### src/rtl/id_operand_stage.sv
`default_nettype none
// ============================================================================
// Module      : id_operand_stage
// Description : ID-stage pipeline register and source-operand resolver.
//               Holds one decoded instruction between IF and EXE. It resolves
//               both source operands with the priority EXE > MEM > WB >
//               register file. It stalls while the winning producer's data is
//               not yet final. Operands and payload go to EXE under a
//               valid/allowin handshake. The operands are frozen in hold
//               registers while EXE back-pressures.
// Ports       : clk, resetn (sync, active low), flush
//               fs_*        : instruction offered by IF
//               ds_allowin  : ID can accept this cycle
//               rf_raddr*/rf_rdata* : combinational register-file read
//               {exe,mem,wb}_* : bypass information of each later stage
//               es_allowin  : EXE accepts this cycle
//               ds_to_es_valid, ds_payload, rj_value, rk_value : to EXE
//               stall_cnt   : saturating count of cycles spent stalled
// Revision    : 1.0 - initial release
// ============================================================================
module id_operand_stage #(
    parameter int PAYLOAD_W = 64,
    parameter int CNT_W     = 32
) (
    input  logic                 clk,
    input  logic                 resetn,
    input  logic                 flush,
    input  logic                 fs_valid,
    input  logic [PAYLOAD_W-1:0] fs_payload,
    input  logic [4:0]           fs_rj,
    input  logic [4:0]           fs_rk,
    input  logic                 fs_rj_used,
    input  logic                 fs_rk_used,
    output logic                 ds_allowin,
    output logic [4:0]           rf_raddr1,
    output logic [4:0]           rf_raddr2,
    input  logic [31:0]          rf_rdata1,
    input  logic [31:0]          rf_rdata2,
    input  logic [4:0]           exe_w_addr,
    input  logic [4:0]           mem_w_addr,
    input  logic [4:0]           wb_w_addr,
    input  logic [31:0]          exe_w_data,
    input  logic [31:0]          mem_w_data,
    input  logic [31:0]          wb_w_data,
    input  logic                 exe_data_valid,
    input  logic                 mem_data_valid,
    input  logic                 wb_data_valid,
    input  logic                 exe_valid,
    input  logic                 mem_valid,
    input  logic                 wb_valid,
    input  logic                 exe_wen,
    input  logic                 mem_wen,
    input  logic                 wb_wen,
    input  logic                 es_allowin,
    output logic                 ds_to_es_valid,
    output logic [PAYLOAD_W-1:0] ds_payload,
    output logic [31:0]          rj_value,
    output logic [31:0]          rk_value,
    output logic [CNT_W-1:0]     stall_cnt
);

    localparam logic [1:0] c_st_empty = 2'd0;
    localparam logic [1:0] c_st_wait  = 2'd1;
    localparam logic [1:0] c_st_ready = 2'd2;
    localparam logic [1:0] c_st_hold  = 2'd3;

    logic [1:0]           r_state;
    logic [PAYLOAD_W-1:0] r_payload;
    logic [4:0]           r_rj;
    logic [4:0]           r_rk;
    logic                 r_rj_used;
    logic                 r_rk_used;
    logic [31:0]          r_hold_rj;
    logic [31:0]          r_hold_rk;
    logic [CNT_W-1:0]     r_stall_cnt;

    logic [1:0]  w_state;
    logic [2:0]  w_rj_hit;
    logic [2:0]  w_rk_hit;
    logic [2:0]  w_dv;
    logic [32:0] w_rj_res;
    logic [32:0] w_rk_res;
    logic        w_hazard;
    logic        w_capture;
    logic        w_transfer;

    // A stage is a producer for an operand only if it is live, writes the
    // register file, targets the same nonzero register, and the operand is read.
    function automatic logic stage_match(
        input logic       v,
        input logic       wen,
        input logic [4:0] waddr,
        input logic [4:0] addr,
        input logic       used
    );
        return v && wen && (waddr == addr) && (addr != 5'd0) && used;
    endfunction

    // Returns {unresolved, value}. Only the highest-priority hit is consulted.
    // If that hit's data is not final, the operand stays unresolved even when
    // a lower stage holds final data for the same register.
    function automatic logic [32:0] resolve_operand(
        input logic [2:0]  hit,
        input logic [2:0]  dv,
        input logic [31:0] d_exe,
        input logic [31:0] d_mem,
        input logic [31:0] d_wb,
        input logic [31:0] rf_data,
        input logic        is_zero
    );
        logic [32:0] res;
        res = {1'b0, rf_data};
        if (is_zero) begin
            res = 33'd0;
        end else if (hit[0]) begin
            res = dv[0] ? {1'b0, d_exe} : {1'b1, 32'd0};
        end else if (hit[1]) begin
            res = dv[1] ? {1'b0, d_mem} : {1'b1, 32'd0};
        end else if (hit[2]) begin
            res = dv[2] ? {1'b0, d_wb} : {1'b1, 32'd0};
        end
        return res;
    endfunction

    always_comb begin
        w_dv     = {wb_data_valid, mem_data_valid, exe_data_valid};
        w_rj_hit = {stage_match(wb_valid,  wb_wen,  wb_w_addr,  r_rj, r_rj_used),
                    stage_match(mem_valid, mem_wen, mem_w_addr, r_rj, r_rj_used),
                    stage_match(exe_valid, exe_wen, exe_w_addr, r_rj, r_rj_used)};
        w_rk_hit = {stage_match(wb_valid,  wb_wen,  wb_w_addr,  r_rk, r_rk_used),
                    stage_match(mem_valid, mem_wen, mem_w_addr, r_rk, r_rk_used),
                    stage_match(exe_valid, exe_wen, exe_w_addr, r_rk, r_rk_used)};
        w_rj_res = resolve_operand(w_rj_hit, w_dv, exe_w_data, mem_w_data,
                                   wb_w_data, rf_rdata1,
                                   (r_rj == 5'd0) || !r_rj_used);
        w_rk_res = resolve_operand(w_rk_hit, w_dv, exe_w_data, mem_w_data,
                                   wb_w_data, rf_rdata2,
                                   (r_rk == 5'd0) || !r_rk_used);
        w_hazard = w_rj_res[32] || w_rk_res[32];
    end

    // The registered state only records "instruction held and resolving". The
    // WAIT/READY split is re-evaluated every cycle from the current bypass
    // inputs. A captured instruction can therefore be READY in the very next
    // cycle.
    always_comb begin
        w_state = r_state;
        if ((r_state == c_st_wait) || (r_state == c_st_ready)) begin
            w_state = w_hazard ? c_st_wait : c_st_ready;
        end
    end

    assign ds_to_es_valid = (w_state == c_st_ready) || (w_state == c_st_hold);
    assign ds_allowin     = (w_state == c_st_empty) || (ds_to_es_valid && es_allowin);
    assign w_capture      = fs_valid && ds_allowin && !flush;
    assign w_transfer     = ds_to_es_valid && es_allowin;

    assign rf_raddr1  = r_rj;
    assign rf_raddr2  = r_rk;
    assign ds_payload = r_payload;
    assign stall_cnt  = r_stall_cnt;

    always_comb begin
        rj_value = 32'd0;
        rk_value = 32'd0;
        if (w_state == c_st_hold) begin
            rj_value = r_hold_rj;
            rk_value = r_hold_rk;
        end else if (w_state == c_st_ready) begin
            rj_value = w_rj_res[31:0];
            rk_value = w_rk_res[31:0];
        end
    end

    always_ff @(posedge clk) begin
        if (!resetn) begin
            r_state     <= c_st_empty;
            r_payload   <= '0;
            r_rj        <= 5'd0;
            r_rk        <= 5'd0;
            r_rj_used   <= 1'b0;
            r_rk_used   <= 1'b0;
            r_hold_rj   <= 32'd0;
            r_hold_rk   <= 32'd0;
            r_stall_cnt <= '0;
        end else begin
            if ((w_state == c_st_wait) && (r_stall_cnt != '1)) begin
                r_stall_cnt <= r_stall_cnt + CNT_W'(1);
            end

            if (flush) begin
                r_state <= c_st_empty;
            end else if (w_capture) begin
                // A new capture replaces any instruction leaving this cycle,
                // so the hold registers never apply to it.
                r_state   <= c_st_ready;
                r_payload <= fs_payload;
                r_rj      <= fs_rj;
                r_rk      <= fs_rk;
                r_rj_used <= fs_rj_used;
                r_rk_used <= fs_rk_used;
            end else if (w_transfer) begin
                r_state <= c_st_empty;
            end else if (w_state == c_st_ready) begin
                // READY without transfer means EXE is back-pressuring: freeze
                // the operands presented this cycle.
                r_state   <= c_st_hold;
                r_hold_rj <= w_rj_res[31:0];
                r_hold_rk <= w_rk_res[31:0];
            end else begin
                r_state <= w_state;
            end
        end
    end

endmodule
`default_nettype wire

### config.mk
export PLATFORM = sky130hd
export DESIGN_NAME = id_operand_stage
export DESIGN_NICKNAME = d
export VERILOG_FILES = /design/src/rtl/id_operand_stage.sv
export SDC_FILE = /design/constraint.sdc
export NUM_CORES = 1
export LEC_CHECK = 0
export BUFFER_PORTS_ARGS = -buffer_cell sky130_fd_sc_hd__buf_4
export CAP_MARGIN = 20
export CORE_AREA = 10 10 161 163
export CTS_CLUSTER_SIZE = 8
export DETAILED_ROUTE_END_ITERATION = 8
export DIE_AREA = 0 0 171 173
export GPL_TIMING_DRIVEN = 0
export PLACE_DENSITY = 0.78
export SYNTH_ARGS = -nofsm -noshare
export SYNTH_HDL_FRONTEND = slang
export SYNTH_SLANG_ARGS = --single-unit
### constraint.sdc
create_clock -name clk -period 5.27 [get_ports clk]
set_input_delay 1.054 -clock clk [delete_from_list [all_inputs] [get_ports clk]]
set_output_delay 1.054 -clock clk [all_outputs]
set_load 0.02 [all_outputs]
==> flow_summary.rst <==
.. list-table::
   :header-rows: 1

   * - Metric
     - Value
   * - Outcome
     - finished, final reports clean
   * - Post-route antenna net violation count
     - 0
   * - CP dominant cell by count
     - sky130_fd_sc_hd__buf_4
   * - Initial Utilization
     - 0.468
   * - Element type at the critical path start
     - primary input
   * - Async set or reset register ratio after synthesis
     - 0
   * - Clk sink count
     - 174
   * - Number of placement rows
     - 55
   * - Syn_nets
     - 1640
   * - Max VDD drop
     - roughly 200 uV
   * - Top library cells by usage in the layout, fill and taps aside
     - sky130_fd_sc_hd__buf_4 (441), sky130_fd_sc_hd__nand2_1 (274), sky130_fd_sc_hd__dfxtp_1 (174)
   * - Clock slew at the register clock pins of the worst setup and hold paths
     - 0.08 ns
   * - Slew at the pin closest to its max-slew limit
     - 1.07 ns
   * - Number of top-level design ports
     - 437
   * - Number of gates resized after cts
     - 0
   * - Layout filler cell count
     - 2001
   * - Vias in the first global route
     - 12580
   * - Final setup fails
     - 0
   * - Fraction of layout cells with a size suffix above 1
     - 0.273
   * - Average size of a mapped cell
     - approximately 7.7 sq um
   * - Achievable frequency
     - 0.192 GHz
   * - Buffer depth of the longest clock path
     - 2
   * - Die X
     - around 170 microns
   * - Final WL
     - ~50000 microns
   * - Weighted congestion at the end of routability-driven global placement
     - 0.981
   * - Skew final
     - 0.0228 ns
   * - Wire length of the first global-routing pass
     - 75500 microns
   * - Clock tree from TritonCTS
     - done
   * - Post-synth EDFFs
     - 0
   * - Largest net degree at the start of global routing
     - 21
   * - Power density cells
     - between 200 and 250 nW/um^2
   * - Hpwl dp
     - slightly above 40000 microns
   * - Largest fanout of any net on the critical path
     - 10
   * - Post-route fraction of the period consumed by the critical path
     - 0.991
   * - Gate Count Post-Synth
     - approximately 1400
   * - Sequential share of power
     - 0.411
   * - Sw frac
     - 0.320
   * - Drt initial violations
     - 1547
   * - Hold-fix buffers at CTS
     - 0
   * - Clock root cell
     - sky130_fd_sc_hd__clkbuf_16
   * - GR Util All Layers
     - 0.326
   * - Worst Setup Path Type
     - in -> out
   * - H-Tree Depth
     - 4
   * - Final critical delay including setup and external delays
     - approximately 5.2 ns
   * - Final Worst Setup Slack
     - between 0.04 and 0.05 ns
   * - DP Cell Count
     - 2094
   * - Prevailing post-synth register cell
     - sky130_fd_sc_hd__dfxtp_1
   * - Post-Layout Cell Count
     - 2130
   * - Synth area leader
     - sky130_fd_sc_hd__dfxtp_1
   * - Internal power contribution
     - 2.33 mW
   * - Number of max-capacitance violations reported
     - 0
   * - Unrepaired setup endpoints after global routing
     - no
   * - DR DRC count
     - 0
   * - Reported net switching power
     - 1.09 mW
   * - Leading cell types by total area after synthesis
     - sky130_fd_sc_hd__dfxtp_1 (33%), sky130_fd_sc_hd__nand2_1 (9.7%), sky130_fd_sc_hd__mux2i_1 (7.4%)
   * - Class of the tightest hold or removal check
     - reg -> reg
   * - Synth-to-Final Area Change
     - 40.4%
   * - Routed wire per std cell
     - 24.0 microns
   * - DP Area
     - around 14000 sq um
   * - Synthesized area
     - 10600 sq um
   * - Initial DRT Pass Iterations
     - 7
   * - Crit-path cells
     - buf_4 -> xnor2_1 -> nand3_1 -> nor4_2 -> clkbuf_2 -> clkbuf_1 -> a31oi_1 -> o221ai_1 -> a22o_1 -> buf_4
   * - Input/output buffers
     - between 400 and 500
   * - Max-slew violations
     - 0
   * - #FFs+latches synth
     - approximately 170
   * - Number of hold-slack violations in the final timing report
     - 0
   * - Worst-Skew Late Latency
     - 0.45 ns
   * - Post-detailed-route via-to-cell ratio
     - 6.12
   * - Post-route design area
     - about 15000 sq um
   * - Vias after detailed routing
     - 13033
   * - Die H
     - 173 microns
   * - Total Die Area
     - 29600 sq um
   * - Final layout net count
     - between 2000 and 2500
   * - Cell with the largest stage delay on the worst path
     - sky130_fd_sc_hd__nor4_2
   * - Post-placement setup slack
     - 0.0923 ns
   * - Clock network fraction of design power
     - 0.385
   * - Leading cell type in the layout, fill and taps excluded
     - sky130_fd_sc_hd__buf_4
   * - Required arrival time at the worst endpoint
     - approximately 4.2 ns
   * - Share of the synthesized area in the top cell type
     - 0.330
   * - Count of buffers added by post-CTS timing repair for setup
     - 0
   * - Number of distinct standard cells referenced by the synthesized netlist
     - 50
   * - Initial antenna violation count
     - 4
   * - Critical Path End Type
     - primary output
   * - Data arrival, critical path
     - 4.17 ns
   * - Logic pwr share
     - 0.204
   * - Remaining max-slew budget at the tightest pin
     - 0.280
   * - Share of synthesized area occupied by flip-flops and latches
     - 0.330
   * - Remaining global-route overflow
     - 0
   * - Total clock buffers created by CTS
     - 17
   * - Number of synthesis warnings
     - 0
   * - Crit-path max cell delay
     - 0.65 ns
   * - Leakage dissipation
     - 6.39 nW
   * - Core ar.
     - between 20000 and 25000 sq um
-- metrics by stage --
step | setup TNS [ns] | power [mW] | utilization | hold slack [ns]
5_1_grt | 0 | 3.53 | 0.657 | 0.466
6_report | 0 | 3.42 | 0.657 | 0.450
4_1_cts | 0 | 3.41 | 0.656 | 0.448
3_5_place_dp | 0 | 2.12 | 0.629 | 0.436
3_3_place_gp | -1.03 | 2.10 | 0.628 | 0.432
2_1_floorplan | 0 | 1.76 | - | 0.424
-- path summary, 6_finish.rpt --
kind	start	endpoint	slack (ns)	cells past startpoint
max	wb_w_addr[3]	rj_value[14]	0.05	10
max reg2reg	rf_raddr1[0]	r_hold_rj[15]	1.60	10
min	r_hold_rj[25]	r_hold_rj[25]	0.45	2
min reg2reg	r_hold_rj[25]	r_hold_rj[25]	0.45	2
-- power by group through the flow --
stage,registers [mW],logic [mW],clock network [mW]
6_report,1.41,0.696,1.32
5_1_grt,1.41,0.740,1.37
4_1_cts,1.40,0.683,1.32
3_5_place_dp,1.43,0.681,0
3_3_place_gp,1.43,0.671,0
2_1_floorplan,1.47,0.298,0
-- cell families after synthesis --
group	share of synthesized area
buffers and inverters	0.0711
xor gates and xnor gates	0.0257
and+or+nand+nor	0.219
DFF	0.330
AOI/OAI and AO/OA	0.276
muxes	0.0740
adders and majority gates	0.00356
-- sequential cells by signal (all words and copies together), names as in the netlist --
| register | count |
|---|---|
| rf_raddr2 | 5 |
| stall_cnt | 32 |
| r_rk_used | 1 |
| r_state | 2 |
| r_hold_rj | 32 |
| r_hold_rk | 32 |
| r_rj_used | 1 |
| rf_raddr1 | 5 |
| ds_payload | 64 |
-- synth_stat cells, drive strengths merged, types with 33 or more instances --
master / count
nand2: 274
a21oi: 94
dfxtp: 174
mux2i: 78
o221ai: 64
o21bai: 33
a22o: 64
clkbuf: 107
o31ai: 41
nand3: 84
inv: 44
nor2: 51
a31oi: 33
-- per-layer routing --
layer	wire length [microns]	vias up	GRT usage
li1	-	5871	-
met1	19100	6146	0.381
met2	23700	875	0.519
met3	6080	141	0.119
met4	2290	0	0.145
met5	0	-	0.00521
-- critical path: cells and delay by family --
kind	cells	cell delay (ns)
compound gates	3	0.95
buf+inv	4	1.21
xor+xnor	1	0.15
simple gates	2	0.79
-- area by class of cell --
| cell class | count | area (sq um) | area share |
|---|---|---|---|
| Antenna cell | 4 | 10.0 | 0.000675 |
| Buffer | 133 | 587 | 0.0396 |
| Clock buffer | 17 | 425 | 0.0287 |
| Clock inverter | 15 | 183 | 0.0123 |
| Inverter | 44 | 165 | 0.0111 |
| Multi-Input combinational cell | 1021 | 6330 | 0.427 |
| Sequential cell | 174 | 3480 | 0.235 |
| Tap cell | 285 | 357 | 0.0241 |
| Timing Repair Buffer | 437 | 3280 | 0.221 |
Note: power is estimated with default switching activity, not from simulation.
